### config.mk
export PLATFORM = sky130hd
export DESIGN_NAME = tmds_encoder_3ch_flat
export DESIGN_NICKNAME = d
export VERILOG_FILES = /design/src/rtl/tmds_encoder_3ch_pkg.sv /design/src/rtl/tmds_encoder_3ch_if.sv /design/src/rtl/tmds_encoder_3ch_channel_enc.sv /design/src/rtl/tmds_encoder_3ch.sv /design/src/flat_wrapper.sv
export SDC_FILE = /design/constraint.sdc
export NUM_CORES = 1
export LEC_CHECK = 0
export ABC_AREA = 1
export CORE_MARGIN = 2
export CORE_UTILIZATION = 35
export CTS_BUF_LIST = sky130_fd_sc_hd__clkbuf_2
export CTS_CLUSTER_SIZE = 40
export DETAILED_ROUTE_END_ITERATION = 10
export PLACE_DENSITY_LB_ADDON = 0.15
export SKIP_CTS_REPAIR_TIMING = 1
export SLEW_MARGIN = 20
export SYNTH_ARGS = -nofsm -noshare
export SYNTH_HDL_FRONTEND = slang
export SYNTH_HIERARCHICAL = 1
export SYNTH_SLANG_ARGS = --single-unit
### constraint.sdc
create_clock -name clk_pixel -period 10.6 [get_ports clk_pixel]
set_clock_uncertainty 0.05 [all_clocks]
set_input_delay 1.59 -clock clk_pixel [delete_from_list [all_inputs] [get_ports clk_pixel]]
set_output_delay 1.59 -clock clk_pixel [all_outputs]
set_load 0.03 [all_outputs]
### src/rtl/tmds_encoder_3ch_pkg.sv
// tmds_pkg: shared constants and helpers for the three-channel TMDS encoder.
//   TMDS_CTL00..11 : control tokens sent during blanking, indexed by {C1,C0}
//   SYM_W / DISP_W : symbol width and running-disparity width
//   popcount8      : number of ones in a byte (0..8)
package tmds_pkg;

    localparam int SYM_W  = 10;
    localparam int DISP_W = 5;

    localparam logic [SYM_W-1:0] TMDS_CTL00 = 10'h354;
    localparam logic [SYM_W-1:0] TMDS_CTL01 = 10'h0AB;
    localparam logic [SYM_W-1:0] TMDS_CTL10 = 10'h154;
    localparam logic [SYM_W-1:0] TMDS_CTL11 = 10'h2AB;

    function automatic logic [3:0] popcount8(input logic [7:0] v);
        logic [3:0] n;
        n = 4'd0;
        for (int i = 0; i < 8; i++) begin
            n = n + {3'b000, v[i]};
        end
        return n;
    endfunction

endpackage

### src/rtl/tmds_encoder_3ch_if.sv
// tmds_encoder_3ch_if: pixel bus in, TMDS symbols out.
//   rgb_vs/rgb_hs/rgb_de/rgb_r/rgb_g/rgb_b : from the video timing generator
//   tmds_ch0/1/2 : 10-bit symbols (blue/green/red), bit 0 transmitted first
//   de_out       : rgb_de aligned with the symbols
//   master = pixel source side, slave = encoder side
interface tmds_encoder_3ch_if;
    import tmds_pkg::*;

    logic             rgb_vs;
    logic             rgb_hs;
    logic             rgb_de;
    logic [7:0]       rgb_r;
    logic [7:0]       rgb_g;
    logic [7:0]       rgb_b;
    logic [SYM_W-1:0] tmds_ch0;
    logic [SYM_W-1:0] tmds_ch1;
    logic [SYM_W-1:0] tmds_ch2;
    logic             de_out;

    modport master (
        output rgb_vs, rgb_hs, rgb_de, rgb_r, rgb_g, rgb_b,
        input  tmds_ch0, tmds_ch1, tmds_ch2, de_out
    );

    modport slave (
        input  rgb_vs, rgb_hs, rgb_de, rgb_r, rgb_g, rgb_b,
        output tmds_ch0, tmds_ch1, tmds_ch2, de_out
    );

endinterface

### src/rtl/tmds_encoder_3ch_channel_enc.sv
// tmds_channel_enc: one TMDS channel, two pipeline stages.
//   Stage 1: transition-minimising q_m[8:0], registered with de and C1:C0.
//   Stage 2: DC balancing against a running disparity, or control token.
// Ports:
//   clk_pixel, rst_n : pixel clock, async active-low reset
//   d_in, c_in, de_in: pixel byte, control bits {C1,C0}, data enable
//   sym_out          : registered 10-bit symbol
module tmds_channel_enc
    import tmds_pkg::*;
(
    input  logic             clk_pixel,
    input  logic             rst_n,
    input  logic [7:0]       d_in,
    input  logic [1:0]       c_in,
    input  logic             de_in,
    output logic [SYM_W-1:0] sym_out
);

    logic [8:0]              qm_d, qm_q;
    logic                    de_d, de_q;
    logic [1:0]              c_d, c_q;
    logic [SYM_W-1:0]        sym_d, sym_q;
    logic signed [DISP_W-1:0] cnt_d, cnt_q;

    logic [3:0]              n1_in;
    logic                    use_xnor;
    logic [7:0]              chain;
    logic [3:0]              n1_q, n0_q;
    logic signed [DISP_W-1:0] disp;
    logic signed [DISP_W-1:0] two_q8;
    logic signed [DISP_W-1:0] two_nq8;

    always_comb begin
        n1_in    = popcount8(d_in);
        use_xnor = (n1_in > 4'd4) || ((n1_in == 4'd4) && !d_in[0]);
        chain    = 8'h00;
        chain[0] = d_in[0];
        for (int i = 1; i < 8; i++) begin
            chain[i] = use_xnor ? ~(chain[i-1] ^ d_in[i]) : (chain[i-1] ^ d_in[i]);
        end
        qm_d = {~use_xnor, chain};
        de_d = de_in;
        c_d  = c_in;
    end

    always_comb begin
        n1_q    = popcount8(qm_q[7:0]);
        n0_q    = 4'd8 - n1_q;
        // n1-n0, both zero-extended so the subtraction is signed 5-bit
        disp    = $signed({1'b0, n1_q}) - $signed({1'b0, n0_q});
        two_q8  = $signed({3'b000, qm_q[8], 1'b0});
        two_nq8 = $signed({3'b000, ~qm_q[8], 1'b0});
        sym_d   = TMDS_CTL00;
        cnt_d   = cnt_q;
        if (!de_q) begin
            case (c_q)
                2'b00:   sym_d = TMDS_CTL00;
                2'b01:   sym_d = TMDS_CTL01;
                2'b10:   sym_d = TMDS_CTL10;
                default: sym_d = TMDS_CTL11;
            endcase
            cnt_d = '0;
        end else if ((cnt_q == '0) || (n1_q == n0_q)) begin
            sym_d = {~qm_q[8], qm_q[8], qm_q[8] ? qm_q[7:0] : ~qm_q[7:0]};
            cnt_d = qm_q[8] ? (cnt_q + disp) : (cnt_q - disp);
        end else if ((!cnt_q[DISP_W-1] && (n1_q > n0_q)) ||
                     (cnt_q[DISP_W-1] && (n0_q > n1_q))) begin
            // cnt_q is nonzero here, so a clear sign bit means positive
            sym_d = {1'b1, qm_q[8], ~qm_q[7:0]};
            cnt_d = cnt_q + two_q8 - disp;
        end else begin
            sym_d = {1'b0, qm_q[8], qm_q[7:0]};
            cnt_d = cnt_q - two_nq8 + disp;
        end
    end

    always_ff @(posedge clk_pixel or negedge rst_n) begin
        if (!rst_n) begin
            qm_q  <= '0;
            de_q  <= 1'b0;
            c_q   <= 2'b00;
            sym_q <= TMDS_CTL00;
            cnt_q <= '0;
        end else begin
            qm_q  <= qm_d;
            de_q  <= de_d;
            c_q   <= c_d;
            sym_q <= sym_d;
            cnt_q <= cnt_d;
        end
    end

    assign sym_out = sym_q;

endmodule

### src/rtl/tmds_encoder_3ch.sv
// tmds_encoder_3ch: DVI TMDS encoder for blue/green/red, two-cycle latency.
// Ports:
//   clk_pixel, rst_n : pixel clock, async active-low reset
//   bus (slave)      : pixel inputs in, tmds_ch0/1/2 and de_out out
// Parameters:
//   CTRL_CH1 / CTRL_CH2 : {C1,C0} sent on green / red during blanking
//   Blue carries {vs, hs} unmodified.
module tmds_encoder_3ch
    import tmds_pkg::*;
#(
    parameter logic [1:0] CTRL_CH1 = 2'b00,
    parameter logic [1:0] CTRL_CH2 = 2'b00
) (
    input  logic                clk_pixel,
    input  logic                rst_n,
    tmds_encoder_3ch_if.slave   bus
);

    logic [1:0] de_pipe_d, de_pipe_q;

    tmds_channel_enc u_ch0 (
        .clk_pixel (clk_pixel),
        .rst_n     (rst_n),
        .d_in      (bus.rgb_b),
        .c_in      ({bus.rgb_vs, bus.rgb_hs}),
        .de_in     (bus.rgb_de),
        .sym_out   (bus.tmds_ch0)
    );

    tmds_channel_enc u_ch1 (
        .clk_pixel (clk_pixel),
        .rst_n     (rst_n),
        .d_in      (bus.rgb_g),
        .c_in      (CTRL_CH1),
        .de_in     (bus.rgb_de),
        .sym_out   (bus.tmds_ch1)
    );

    tmds_channel_enc u_ch2 (
        .clk_pixel (clk_pixel),
        .rst_n     (rst_n),
        .d_in      (bus.rgb_r),
        .c_in      (CTRL_CH2),
        .de_in     (bus.rgb_de),
        .sym_out   (bus.tmds_ch2)
    );

    always_comb begin
        de_pipe_d = {de_pipe_q[0], bus.rgb_de};
    end

    always_ff @(posedge clk_pixel or negedge rst_n) begin
        if (!rst_n) begin
            de_pipe_q <= 2'b00;
        end else begin
            de_pipe_q <= de_pipe_d;
        end
    end

    assign bus.de_out = de_pipe_q[1];

endmodule
### src/flat_wrapper.sv
// flat-port wrapper written by rule: the top's interface ports become plain ports
module tmds_encoder_3ch_flat import tmds_pkg::*;
#(
    parameter logic [1:0] CTRL_CH1 = 2'b00,
    parameter logic [1:0] CTRL_CH2 = 2'b00
)
  (clk_pixel, rst_n, bus_rgb_vs, bus_rgb_hs, bus_rgb_de, bus_rgb_r, bus_rgb_g, bus_rgb_b, bus_tmds_ch0, bus_tmds_ch1, bus_tmds_ch2, bus_de_out);
  tmds_encoder_3ch_if bus_i ();
  input  logic clk_pixel;
  input  logic rst_n;
  input wire logic [$bits(bus_i.rgb_vs)-1:0] bus_rgb_vs;
  input wire logic [$bits(bus_i.rgb_hs)-1:0] bus_rgb_hs;
  input wire logic [$bits(bus_i.rgb_de)-1:0] bus_rgb_de;
  input wire logic [$bits(bus_i.rgb_r)-1:0] bus_rgb_r;
  input wire logic [$bits(bus_i.rgb_g)-1:0] bus_rgb_g;
  input wire logic [$bits(bus_i.rgb_b)-1:0] bus_rgb_b;
  output wire logic [$bits(bus_i.tmds_ch0)-1:0] bus_tmds_ch0;
  output wire logic [$bits(bus_i.tmds_ch1)-1:0] bus_tmds_ch1;
  output wire logic [$bits(bus_i.tmds_ch2)-1:0] bus_tmds_ch2;
  output wire logic [$bits(bus_i.de_out)-1:0] bus_de_out;
  assign bus_i.rgb_vs = bus_rgb_vs;
  assign bus_i.rgb_hs = bus_rgb_hs;
  assign bus_i.rgb_de = bus_rgb_de;
  assign bus_i.rgb_r = bus_rgb_r;
  assign bus_i.rgb_g = bus_rgb_g;
  assign bus_i.rgb_b = bus_rgb_b;
  assign bus_tmds_ch0 = bus_i.tmds_ch0;
  assign bus_tmds_ch1 = bus_i.tmds_ch1;
  assign bus_tmds_ch2 = bus_i.tmds_ch2;
  assign bus_de_out = bus_i.de_out;
  tmds_encoder_3ch #(.CTRL_CH1(CTRL_CH1), .CTRL_CH2(CTRL_CH2)) u_core (.clk_pixel(clk_pixel), .rst_n(rst_n), .bus(bus_i));
endmodule
==> summary.md <==
| Metric | Value |
|---|---|
| Status | `complete, no violations` |
| Num Clock Sinks | `83` |
| Vias per cell | `4.323` |
| Height of the die | `143.9 µm` |
| Slowest CP cell | `fa_1` |
| Core area | `between 0.015 and 0.02 mm²` |
| Post-synthesis average cell area | `8.367 µm²` |
| Fillcell total | `1970` |
| Max-Cap Viols | `0` |
| CP most frequent cell | `inv_1` |
| Register area share after synthesis | `30.58%` |
| Num CTS Buffers | `9` |
| Synth Area in Simple Gates | `17.56%` |
| DRC | `0` |
| Ys async rst share | `100.0%` |
| Worst path max stage delay | `0.56 ns` |
| Vias in the first global route | `a little under 5000` |
| Clk root buf | `clkbuf_2` |
| Clk_lat worst skew | `about 0.6 ns` |
| Worst setup SP type | `register` |
| Yosys cell types | `36` |
| Slew @ Worst Pin | `between 0.9 and 1 ns` |
| Final Hold Fails | `0` |
| CP Max Fanout | `4` |
| WP data required | `between 10 and 15 ns` |
| Largest family of logic cells by synthesized area | `adder cells` |
| Rows | `51` |
| Synth Warn # | `6` |
| Top cells by area, synth | `dfrtp_1 25%, ha_1 13%, fa_1 11%` |
| Pre-Repair DR Iteration Count | `4` |
| Setup violations, final | `0` |
| Initial antenna violation count | `1` |
| Setup crit end kind | `register` |
| Routed len/inst | `11.99 µm` |
| F_max | `approximately 190 MHz` |
| CTS max path bufs | `2` |
| Top_reg_cell synth | `dfrtp_1` |
| Mux share of post-synthesis cell area | `0%` |
| Number of flops mapped to enable cells by yosys | `0` |
| Layout Nets | `slightly above 1000` |
| PortBufs | `59` |
| Iteration-0 DRC Markers | `around 220` |
| Leading cell types by count after synthesis | `185 x inv_1, 156 x nand2_1, 72 x ha_1` |
| Global-route wire length before repair | `23580 µm` |
| Largest net degree at the start of global routing | `72` |
| Compound-Gate Fraction of Synth Area | `8.563%` |
| Register bit total from synthesis | `between 80 and 90` |
| CTS clk-pin slew, worst paths | `0.26 ns` |
| Fraction of layout cells with a size suffix above 1 | `8.857%` |
| DP HPWL | `11140 µm` |
| Die area | `slightly above 0.02 mm²` |
| Mapped Area | `0.006853 mm²` |
| Initial Util | `35.44%` |
| Final WL | `between 10000 and 15000 µm` |
| Total grt overflow | `0` |
| Max-slew violation count | `0` |
| Final period util | `50.86%` |
| GRT Util Overall | `~15%` |
| H-tree depth | `3` |
| Die X-Extent | `143.9 µm` |
| Synth Area in XOR/XNOR | `7.632%` |
| Synthesis-to-finish area growth | `14.61%` |
| RSZ-0062 raised after global routing | `false` |
| Synth Instances | `819` |
| Crit path DAT | `5.85 ns` |
| Gpl congestion | `0.8296` |
| Worst slew margin | `39.10%` |
| Worst R2R Setup Slack | `5.21 ns` |
| Count leader, synth | `inv_1` |
| Hold Crit Class | `register to register` |
| Synth Area in Adders | `approximately 25%` |
| Top cell type's share of synthesized area | `24.83%` |
| Post-route ant nets | `0` |
| Leading area contributor after synthesis | `dfrtp_1` |
| TNS Setup | `0 ns` |
| # IOs | `60` |
| Final Critical Period | `5.391 ns` |
| CTS tree | `yes` |
| Vias | `5010` |
| Crit path kind | `register to register` |
==> state kept, by name (all words and copies together), names as in the netlist <==
name	cells
u_core/u_ch1/de_q	1
u_core/u_ch0/c_q	2
u_core/u_ch2/qm_q	9
u_core/u_ch2/cnt_q	5
u_core/u_ch0/qm_q	9
u_core/u_ch2/de_q	1
u_core/u_ch1/cnt_q	5
u_core/u_ch0/cnt_q	5
u_core/u_ch1/qm_q	9
u_core/de_pipe_q	2
u_core/u_ch0/sym_out	10
u_core/u_ch1/sym_out	10
u_core/u_ch0/de_q	1
u_core/u_ch2/c_q	2
u_core/u_ch1/c_q	2
u_core/u_ch2/sym_out	10
==> area by class of cell <==
type | instances | area, µm² | area share (%)
inverter | 191 | 716.9 | 9.129
clock inverter | 6 | 48.80 | 0.6213
antenna | 2 | 5.005 | 0.06372
tap | 265 | 331.6 | 4.222
clock buffer | 10 | 50.05 | 0.6372
timing repair buffer | 60 | 595.6 | 7.583
sequential | 83 | 2096 | 26.68
multi-input combinational | 542 | 4010 | 51.06
==> routing by layer <==
| metal | vias to the layer above | global-route usage [%] | part of all wire (%) |
|---|---|---|---|
| met5 | - | 0 | 0 |
| met4 | 0 | 3.406 | 0.90 |
| met3 | 11 | 3.732 | 3.9 |
| met2 | 65 | 23.48 | 45 |
| met1 | 2280 | 20.05 | 50 |
| li1 | 2654 | - | - |
==> critical path, delay by kind of cell, from the launching register on <==
kind | cells | cell delay (ns)
compound gates | 1 | 0.24
fa+ha+maj | 7 | 2.80
buf+inv | 6 | 0.44
flops | 1 | 0.38
simple gates | 14 | 1.36
==> cells by family after synthesis <==
logic type	after synthesis
AOI/OAI and AO/OA	109
xor gates and xnor gates	52
adders and majority gates	111
buffers and inverters	197
DFF	83
other	1
and+or+nand+nor	266
==> per-stage QoR <==
stage / instance area (µm²) / instances / setup WS [ns] / utilization [%] / hold slack (ns)
final: 7854 / 1159 / 5.209 / 40.62 / 0.3520
after global routing: 7854 / 1159 / 4.711 / 40.62 / 0.3743
after CTS: 7849 / 1157 / 5.167 / 40.59 / 0.3597
after detailed placement: 7750 / 1141 / 4.949 / 40.08 / 0.3131
after global placement: 7750 / 1141 / 5.025 / 40.08 / 0.3312
after floorplan: 6864 / 822 / 5.619 / - / 0.2812
==> path summary, 6_finish.rpt <==
| kind | startpoint | to | cells after the start |
|---|---|---|---|
| setup / recovery | u_core/u_ch0/qm_q[0]$_DFF_PN0_ | u_core/u_ch0/cnt_q[4]$_DFF_PN0_ | 28 |
| hold / removal | u_core/de_pipe_q[0]$_DFF_PN0_ | u_core/de_pipe_q[1]$_DFF_PN0_ | 0 |
| setup reg to reg | u_core/u_ch0/qm_q[0]$_DFF_PN0_ | u_core/u_ch0/cnt_q[4]$_DFF_PN0_ | 28 |
| hold reg to reg | u_core/de_pipe_q[0]$_DFF_PN0_ | u_core/de_pipe_q[1]$_DFF_PN0_ | 0 |
| max in group asynchronous | rst_n | u_core/u_ch0/de_q$_DFF_PN0_ | 2 |
| min in group asynchronous | rst_n | u_core/u_ch0/sym_out[7]$_DFF_PN0_ | 1 |
==> cells in the final DEF (no fill, tap or decap), types with 2 or more instances in the layout <==
| cell type | n |
|---|---|
| o21ai_1 | 9 |
| or2_2 | 3 |
| a21oi_2 | 2 |
| nor3_1 | 3 |
| o21ai_0 | 50 |
| fa_1 | 39 |
| xor2_1 | 33 |
| nor2_1 | 19 |
| nand2_4 | 3 |
| o211ai_1 | 3 |
| nand3_1 | 57 |
| xor2_2 | 9 |
| nor2_2 | 2 |
| nand2_1 | 156 |
| dfstp_2 | 15 |
| conb_1 | 4 |
| inv_2 | 6 |
| nand2_2 | 15 |
| buf_4 | 2 |
| clkinv_4 | 2 |
| xnor2_1 | 10 |
| nand4_1 | 2 |
| a211oi_1 | 3 |
| a31o_2 | 3 |
| clkbuf_2 | 10 |
| clkdlybuf4s50_1 | 58 |
| a31oi_1 | 2 |
| dfrtp_1 | 68 |
| a21oi_1 | 35 |
| nand3b_1 | 2 |
| o21a_1 | 2 |
| inv_1 | 185 |
| diode_2 | 2 |
| ha_1 | 72 |
Power is not shown: default switching activity piles up to over one toggle a cycle in this logic, so the estimate is an artifact.
